--- src/rtl/lfsr_job_arbiter_pkg.sv ---
// Shared types and constants for the LFSR job arbiter: FSM state encoding,
// operand width and the default watchdog limit.
package lfsr_job_arbiter_pkg;

  localparam int DATA_W      = 8;
  localparam int TIMEOUT_DEF = 511;

  typedef enum logic [2:0] {
    ST_DRAIN   = 3'd0,
    ST_IDLE    = 3'd1,
    ST_START   = 3'd2,
    ST_WAIT_HI = 3'd3,
    ST_WAIT_LO = 3'd4,
    ST_DONE    = 3'd5,
    ST_ERR     = 3'd6
  } arb_state_e;

endpackage

--- src/rtl/lfsr_job_arbiter_if.sv ---
// Requester and generator-core signals of the arbiter. The slave modport is
// the arbiter's view; the master modport is the requesters plus the core.
interface lfsr_job_arbiter_if
  import lfsr_job_arbiter_pkg::*;
#(
  parameter int N   = 4,
  parameter int IDW = 2
);
  logic [N-1:0]        req;
  logic [N*DATA_W-1:0] req_sw;
  logic [N*DATA_W-1:0] req_seq;
  logic [N-1:0]        gnt;
  logic                rsp_valid;
  logic [IDW-1:0]      rsp_id;
  logic [DATA_W-1:0]   rsp_num;
  logic                rsp_err;
  logic                arb_busy;
  logic                gen_start;
  logic [DATA_W-1:0]   gen_sw;
  logic [DATA_W-1:0]   gen_seq;
  logic                gen_busy;
  logic [DATA_W-1:0]   gen_num;

  modport slave (
    input  req, req_sw, req_seq, gen_busy, gen_num,
    output gnt, rsp_valid, rsp_id, rsp_num, rsp_err, arb_busy,
           gen_start, gen_sw, gen_seq
  );

  modport master (
    output req, req_sw, req_seq, gen_busy, gen_num,
    input  gnt, rsp_valid, rsp_id, rsp_num, rsp_err, arb_busy,
           gen_start, gen_sw, gen_seq
  );

endinterface

--- src/rtl/lfsr_job_arbiter_rr_pick.sv ---
// Combinational round-robin picker: first set request at or above the
// pointer, wrapping to the lowest index when none is found above it.
module lfsr_rr_pick #(
  parameter int N   = 4,
  parameter int IDW = 2
) (
  input  logic [N-1:0]   i_req,
  input  logic [IDW-1:0] i_ptr,
  output logic [N-1:0]   o_gnt,
  output logic [IDW-1:0] o_idx,
  output logic           o_any
);

  always_comb begin
    o_gnt = '0;
    o_idx = '0;
    o_any = 1'b0;
    // First pass covers [ptr, N-1], second pass the wrapped part [0, ptr-1].
    for (int k = 0; k < N; k++) begin
      if (!o_any && (k >= int'(i_ptr)) && i_req[k]) begin
        o_any    = 1'b1;
        o_gnt[k] = 1'b1;
        o_idx    = IDW'(k);
      end
    end
    for (int k = 0; k < N; k++) begin
      if (!o_any && i_req[k]) begin
        o_any    = 1'b1;
        o_gnt[k] = 1'b1;
        o_idx    = IDW'(k);
      end
    end
  end

endmodule

--- src/rtl/lfsr_job_arbiter.sv ---
// Shares one LFSR generator core between N requesters: round-robin grant,
// operand latching, start/busy sequencing, tagged result return and watchdog.
module lfsr_job_arbiter
  import lfsr_job_arbiter_pkg::*;
#(
  parameter int N       = 4,
  parameter int IDW     = 2,
  parameter int TIMEOUT = TIMEOUT_DEF,
  parameter int CW      = 10
) (
  input logic               clk,
  input logic               rst,
  lfsr_job_arbiter_if.slave bus
);

  arb_state_e        r_state;
  logic [IDW-1:0]    r_ptr;
  logic [IDW-1:0]    r_rsp_id;
  logic [CW-1:0]     r_cnt;
  logic [N-1:0]      r_gnt;
  logic              r_rsp_valid;
  logic              r_rsp_err;
  logic              r_gen_start;
  logic [DATA_W-1:0] r_rsp_num;
  logic [DATA_W-1:0] r_gen_sw;
  logic [DATA_W-1:0] r_gen_seq;

  logic [N-1:0]      w_pick_oh;
  logic [IDW-1:0]    w_pick_idx;
  logic              w_pick_any;
  logic [DATA_W-1:0] w_sw;
  logic [DATA_W-1:0] w_seq;
  logic              w_cnt_exp;

  function automatic logic [CW-1:0] sat_inc(input logic [CW-1:0] c);
    return (c >= CW'(TIMEOUT)) ? CW'(TIMEOUT) : c + 1'b1;
  endfunction

  function automatic logic [IDW-1:0] ptr_next(input logic [IDW-1:0] k);
    return (k == IDW'(N - 1)) ? '0 : k + 1'b1;
  endfunction

  lfsr_rr_pick #(
    .N   (N),
    .IDW (IDW)
  ) u_pick (
    .i_req (bus.req),
    .i_ptr (r_ptr),
    .o_gnt (w_pick_oh),
    .o_idx (w_pick_idx),
    .o_any (w_pick_any)
  );

  always_comb begin
    w_sw  = '0;
    w_seq = '0;
    for (int k = 0; k < N; k++) begin
      if (w_pick_oh[k]) begin
        w_sw  = bus.req_sw[k*DATA_W +: DATA_W];
        w_seq = bus.req_seq[k*DATA_W +: DATA_W];
      end
    end
  end

  assign w_cnt_exp = (r_cnt == CW'(TIMEOUT));

  // Pulse outputs default low each cycle so every event is exactly one cycle wide.
  always_ff @(posedge clk) begin
    if (rst) begin
      r_state     <= ST_DRAIN;
      r_ptr       <= '0;
      r_cnt       <= '0;
      r_gnt       <= '0;
      r_rsp_valid <= 1'b0;
      r_rsp_err   <= 1'b0;
      r_gen_start <= 1'b0;
      r_rsp_id    <= '0;
      r_rsp_num   <= '0;
      r_gen_sw    <= '0;
      r_gen_seq   <= '0;
    end else begin
      r_gnt       <= '0;
      r_rsp_valid <= 1'b0;
      r_rsp_err   <= 1'b0;
      r_gen_start <= 1'b0;
      case (r_state)
        ST_DRAIN: begin
          if (!bus.gen_busy) r_state <= ST_IDLE;
        end
        ST_IDLE: begin
          if (w_pick_any && !bus.gen_busy) begin
            r_gnt     <= w_pick_oh;
            r_gen_sw  <= w_sw;
            r_gen_seq <= w_seq;
            r_rsp_id  <= w_pick_idx;
            r_ptr     <= ptr_next(w_pick_idx);
            r_state   <= ST_START;
          end
        end
        ST_START: begin
          r_gen_start <= 1'b1;
          r_cnt       <= '0;
          r_state     <= ST_WAIT_HI;
        end
        ST_WAIT_HI: begin
          if (bus.gen_busy) begin
            r_cnt   <= '0;
            r_state <= ST_WAIT_LO;
          end else if (w_cnt_exp) begin
            r_rsp_valid <= 1'b1;
            r_rsp_err   <= 1'b1;
            r_rsp_num   <= '0;
            r_state     <= ST_ERR;
          end else begin
            r_cnt <= sat_inc(r_cnt);
          end
        end
        ST_WAIT_LO: begin
          if (!bus.gen_busy) begin
            r_rsp_valid <= 1'b1;
            r_rsp_num   <= bus.gen_num;
            r_state     <= ST_DONE;
          end else if (w_cnt_exp) begin
            r_rsp_valid <= 1'b1;
            r_rsp_err   <= 1'b1;
            r_rsp_num   <= '0;
            r_state     <= ST_ERR;
          end else begin
            r_cnt <= sat_inc(r_cnt);
          end
        end
        ST_DONE: r_state <= ST_IDLE;
        ST_ERR:  r_state <= ST_DRAIN;
        default: r_state <= ST_DRAIN;
      endcase
    end
  end

  assign bus.gnt       = r_gnt;
  assign bus.rsp_valid = r_rsp_valid;
  assign bus.rsp_id    = r_rsp_id;
  assign bus.rsp_num   = r_rsp_num;
  assign bus.rsp_err   = r_rsp_err;
  assign bus.arb_busy  = (r_state != ST_IDLE);
  assign bus.gen_start = r_gen_start;
  assign bus.gen_sw    = r_gen_sw;
  assign bus.gen_seq   = r_gen_seq;

endmodule

--- src/flat_wrapper.sv ---
// flat-port wrapper written by rule: the top's interface ports become plain ports
module lfsr_job_arbiter_flat import lfsr_job_arbiter_pkg::*;
#(
  parameter int N       = 4,
  parameter int IDW     = 2,
  parameter int TIMEOUT = TIMEOUT_DEF,
  parameter int CW      = 10
)
  (clk, rst, bus_req, bus_req_sw, bus_req_seq, bus_gen_busy, bus_gen_num, bus_gnt, bus_rsp_valid, bus_rsp_id, bus_rsp_num, bus_rsp_err, bus_arb_busy, bus_gen_start, bus_gen_sw, bus_gen_seq);
  lfsr_job_arbiter_if #(.N(N), .IDW(IDW)) bus_i ();
  input logic clk;
  input logic rst;
  input wire logic [$bits(bus_i.req)-1:0] bus_req;
  input wire logic [$bits(bus_i.req_sw)-1:0] bus_req_sw;
  input wire logic [$bits(bus_i.req_seq)-1:0] bus_req_seq;
  input wire logic [$bits(bus_i.gen_busy)-1:0] bus_gen_busy;
  input wire logic [$bits(bus_i.gen_num)-1:0] bus_gen_num;
  output wire logic [$bits(bus_i.gnt)-1:0] bus_gnt;
  output wire logic [$bits(bus_i.rsp_valid)-1:0] bus_rsp_valid;
  output wire logic [$bits(bus_i.rsp_id)-1:0] bus_rsp_id;
  output wire logic [$bits(bus_i.rsp_num)-1:0] bus_rsp_num;
  output wire logic [$bits(bus_i.rsp_err)-1:0] bus_rsp_err;
  output wire logic [$bits(bus_i.arb_busy)-1:0] bus_arb_busy;
  output wire logic [$bits(bus_i.gen_start)-1:0] bus_gen_start;
  output wire logic [$bits(bus_i.gen_sw)-1:0] bus_gen_sw;
  output wire logic [$bits(bus_i.gen_seq)-1:0] bus_gen_seq;
  assign bus_i.req = bus_req;
  assign bus_i.req_sw = bus_req_sw;
  assign bus_i.req_seq = bus_req_seq;
  assign bus_i.gen_busy = bus_gen_busy;
  assign bus_i.gen_num = bus_gen_num;
  assign bus_gnt = bus_i.gnt;
  assign bus_rsp_valid = bus_i.rsp_valid;
  assign bus_rsp_id = bus_i.rsp_id;
  assign bus_rsp_num = bus_i.rsp_num;
  assign bus_rsp_err = bus_i.rsp_err;
  assign bus_arb_busy = bus_i.arb_busy;
  assign bus_gen_start = bus_i.gen_start;
  assign bus_gen_sw = bus_i.gen_sw;
  assign bus_gen_seq = bus_i.gen_seq;
  lfsr_job_arbiter #(.N(N), .IDW(IDW), .TIMEOUT(TIMEOUT), .CW(CW)) u_core (.clk(clk), .rst(rst), .bus(bus_i));
endmodule
--- config.mk ---
export PLATFORM = sky130hd
export DESIGN_NAME = lfsr_job_arbiter_flat
export DESIGN_NICKNAME = d
export VERILOG_FILES = /design/src/rtl/lfsr_job_arbiter_pkg.sv /design/src/rtl/lfsr_job_arbiter_if.sv /design/src/rtl/lfsr_job_arbiter_rr_pick.sv /design/src/rtl/lfsr_job_arbiter.sv /design/src/flat_wrapper.sv
export SDC_FILE = /design/constraint.sdc
export NUM_CORES = 1
export LEC_CHECK = 0
export BUFFER_PORTS_ARGS = -buffer_cell sky130_fd_sc_hd__buf_2
export CAP_MARGIN = 20
export CORE_MARGIN = 2
export CORE_UTILIZATION = 45
export CTS_CLUSTER_DIAMETER = 30
export DETAILED_ROUTE_END_ITERATION = 10
export MAX_ROUTING_LAYER = met4
export PLACE_DENSITY = 0.76
export SLEW_MARGIN = 20
export SYNTH_ARGS = -nofsm -noshare
export SYNTH_HDL_FRONTEND = slang
export SYNTH_SLANG_ARGS = --single-unit
export TNS_END_PERCENT = 20
--- constraint.sdc ---
create_clock -name clk -period 5.92 [get_ports clk]
set_input_delay 1.184 -clock clk [delete_from_list [all_inputs] [get_ports clk]]
set_output_delay 1.184 -clock clk [all_outputs]
set_load 0.05 [all_outputs]
==> results.md <==
- Die Width: 79.8 um
- Netlist Area Pre-Place: 2580 um^2
- Critical-path cell list: buf_2 -> nor4_1 -> nor3_2 -> nor2_4 -> a22oi_1 -> a22oi_1
- TritonCTS Sinks: 48
- EDFF count, synth: 0
- Commonest non-fill, non-tap cell in the layout: buf_2
- Clk_skew: 5.99 ps
- Area leader, netlist: dfxtp_1
- Commonest non-fill, non-tap cells in the layout: buf_2, dfxtp_1, nand2_1
- Area Growth Syn to Fin: 24.8%
- Die area: 6360 um^2
- Antenna Nets Post-Route: 0
- Critical path endpoint category: flop
- Fin. Hold Viols: 0
- Fmax: 368 MHz
- Layout cell share with drive strength beyond 1: 0.312
- Placement Setup Slack: 2520 ps
- Sw Ratio: 0.307
- Via density: 5.74
- Crit Path Category: input pin to flop
- GRT Overall Usage: 0.231
- CP startpoint kind: input pin
- Power share of the sequential group: 0.492
- Grt total ovfl: 0
- Slew at the pin with the worst max-slew slack: 976 ps
- Worst hold path class: flop to flop
- R2R cell count: 5
- Clk pwr share: 0.290
- Vias in the first global route: 2501
- Fillers: 526
- #FFs+latches synth: 48
- Nets: 493
- # hold bufs at CTS: 0
- Sequential-to-total area share from yosys stat: 0.372
- Final Critical Period: 2720 ps
- FF-to-FF End: u_core.bus.rsp_num[5]
- PnR worst setup slack: 3200 ps
- Chip height: 79.8 um
- Slew margin rel.: 0.347
- Number of DRC markers in iteration 0: 116
- Crit-path max FO: 33
- Crit path DAT: 2940 ps
- Hold path cells: 2
- Delay-heaviest family, CP: simple AND/OR/NAND/NOR gates
- Final wirelength: 7280 um
- Pwr dens: 216 nW/um^2
- P_sw: 0.214 mW
- Post-CTS Resized: 0
- Worst skew pair latency: 300 ps
- Global-route wire length before repair: 11500 um
- CP max-delay cell: nor2_4
- Clock-pin slew on the worst setup and hold paths: 80 ps
- CP Depth: 6
- Setup TNS Final: 0 ps
- Req. time, crit path: 6140 ps
- Start of the worst register-to-register path: u_core.r_cnt[0]
- Final setup fails: 0
- Synth area leaders: dfxtp_1, a22oi_1, nand2_1
- Longest Clk Path Bufs: 2
- Syn Inst Count: 316
- Remaining DRCs: 0
- CTS buffer count: 5
- Max H-tree Level: 2
- FF/Latch Area: 961 um^2
- Min-Delay Endpoint: u_core.bus.rsp_id[1]
- Fraction of registers with async set/reset: 0
- PortBufs: 112
- Ys Warns: 0
- Rows: 27
- Largest net degree at the start of global routing: 34
- Area of the multi-input gates: 1490 um^2
- Core Area: 5540 um^2
- VDD IR max: 0.116 mV
- DR WL/cell: 15.0 um
- Cell Int Power: 0.483 mW
- Initial Util: 0.466
- Avg Cell Area, Syn: 8.18 um^2
- Dpl hpwl: 5350 um
- Syn nets: 396
- Max cap viols: 0
- IO Count: 113
- Comb pwr share: 0.218
- Synth top area share: 0.372
- Initial antenna violation count: 0
- DRT Pass-1 Iters: 4
- Netlist cell types: 51
- Clock root buffer: clkbuf_8
- Main synth FF type: dfxtp_1
- RePlAce Congestion: 0.865
- Hold_sp: u_core.bus.rsp_id[1]
- Lkg Pwr: 1.36 nW
- Pins Over Slew Limit: 0
- Unrepaired setup endpoints after global routing: no
- Critical Path Most Common Cell: a22oi_1
- Vias: 2792
- # Post-CTS Setup Buffers: 0
- WP buf/inv: 1
- Status: finished clean
- Diode count: 0
- Hold WS: 460 ps
- Tcrit/Tclk final: 0.459
- CTS tree: yes
- Slowest cell delay on critical path: 560 ps
- Worst R2R Setup Slack: 3760 ps
[flip-flops by register name, indices dropped and copies added, names as in the netlist]
register and cells:
u_core.bus.gen_seq 8, u_core.bus.gen_start 1, u_core.bus.gen_sw 8, u_core.bus.gnt 4, u_core.bus.rsp_err 1, u_core.bus.rsp_id 2
u_core.bus.rsp_num 8, u_core.bus.rsp_valid 1, u_core.r_cnt 10, u_core.r_ptr 2, u_core.r_state 3
[layer usage]
layer	part of all wire	vias to the layer above	GRT usage	wire, um
li1	-	1410	-	-
met1	0.44	1275	0.294	3210
met2	0.49	102	0.378	3570
met3	0.061	5	0.0543	445
met4	0.0076	0	0.0492	55
met5	0	-	-	0
[cells in the mapped netlist (2+ instances only)]
master / instances
a221oi_1: 16
and4b_1: 2
nand3b_1: 2
buf_2: 3
and2_1: 3
o211a_1: 2
a311oi_1: 8
and3_1: 3
nand2b_1: 2
nand3_1: 5
inv_1: 4
nand4_1: 2
a21oi_1: 29
and3b_1: 2
o31ai_1: 17
a22oi_1: 32
clkbuf_1: 16
nor2b_1: 3
nor3_1: 9
nor4_1: 3
a31oi_1: 2
dfxtp_1: 48
nor2_1: 18
nand2_1: 45
o21ai_0: 13
buf_6: 2
[worst register-to-register path, delay by kind of cell, from the launching register on]
family                     cells  cell delay, ps
adders and majority gates      1             260
AOI/OAI and AO/OA              2             800
DFF                            1             420
and+or+nand+nor                2             530
[worst max path at each step]
stage          startpoint  slack, ps                     to
5_1_grt        bus_req[1]       3000  u_core.bus.gen_seq[5]
6_report       bus_req[1]       3200   u_core.bus.gen_sw[2]
4_1_cts        bus_req[1]       2820   u_core.bus.gen_sw[2]
2_1_floorplan  bus_req[1]       3320  u_core.bus.gen_seq[7]
3_3_place_gp   bus_req[1]       2600  u_core.bus.gen_seq[7]
3_5_place_dp   bus_req[1]       2520   u_core.bus.gen_sw[0]
[per-stage QoR]
step	power (mW)	cells	instance area, um^2	util
global route	0.731	486	3230	0.582
finish	0.698	486	3230	0.582
floorplan	0.450	316	2580	-
CTS	0.699	486	3220	0.581
global placement	0.499	478	3130	0.565
detailed placement	0.502	478	3130	0.565
[layout make-up]
cell class	count	area share
multi-input combinational	239	0.461
clock buffer	8	0.0279
timing repair buffer	115	0.181
tap	72	0.0279
inverter	4	0.00465
sequential	48	0.298
[kinds of logic (layout without fill, tap and decap cells)]
kind of cell / count (synthesis) / count (layout) / share of synthesized area
AO/OA/AOI/OAI: 130 / 130 / 0.353
adder cells (fa/ha/maj): 1 / 1 / 0.00484
buffers and inverters: 29 / 127 / 0.0567
flip-flops: 48 / 48 / 0.372
multiplexers: 1 / 1 / 0.00387
AND/OR/NAND/NOR: 107 / 107 / 0.210
[power by group through the flow]
stage,logic [mW],registers [mW],clock network (mW)
after floorplan,0.0840,0.366,0
after global placement,0.149,0.350,0
after detailed placement,0.151,0.350,0
after CTS,0.152,0.343,0.205
after global routing,0.167,0.345,0.219
final,0.152,0.343,0.202
No activity file was read; power rests on OpenSTA's default activity.
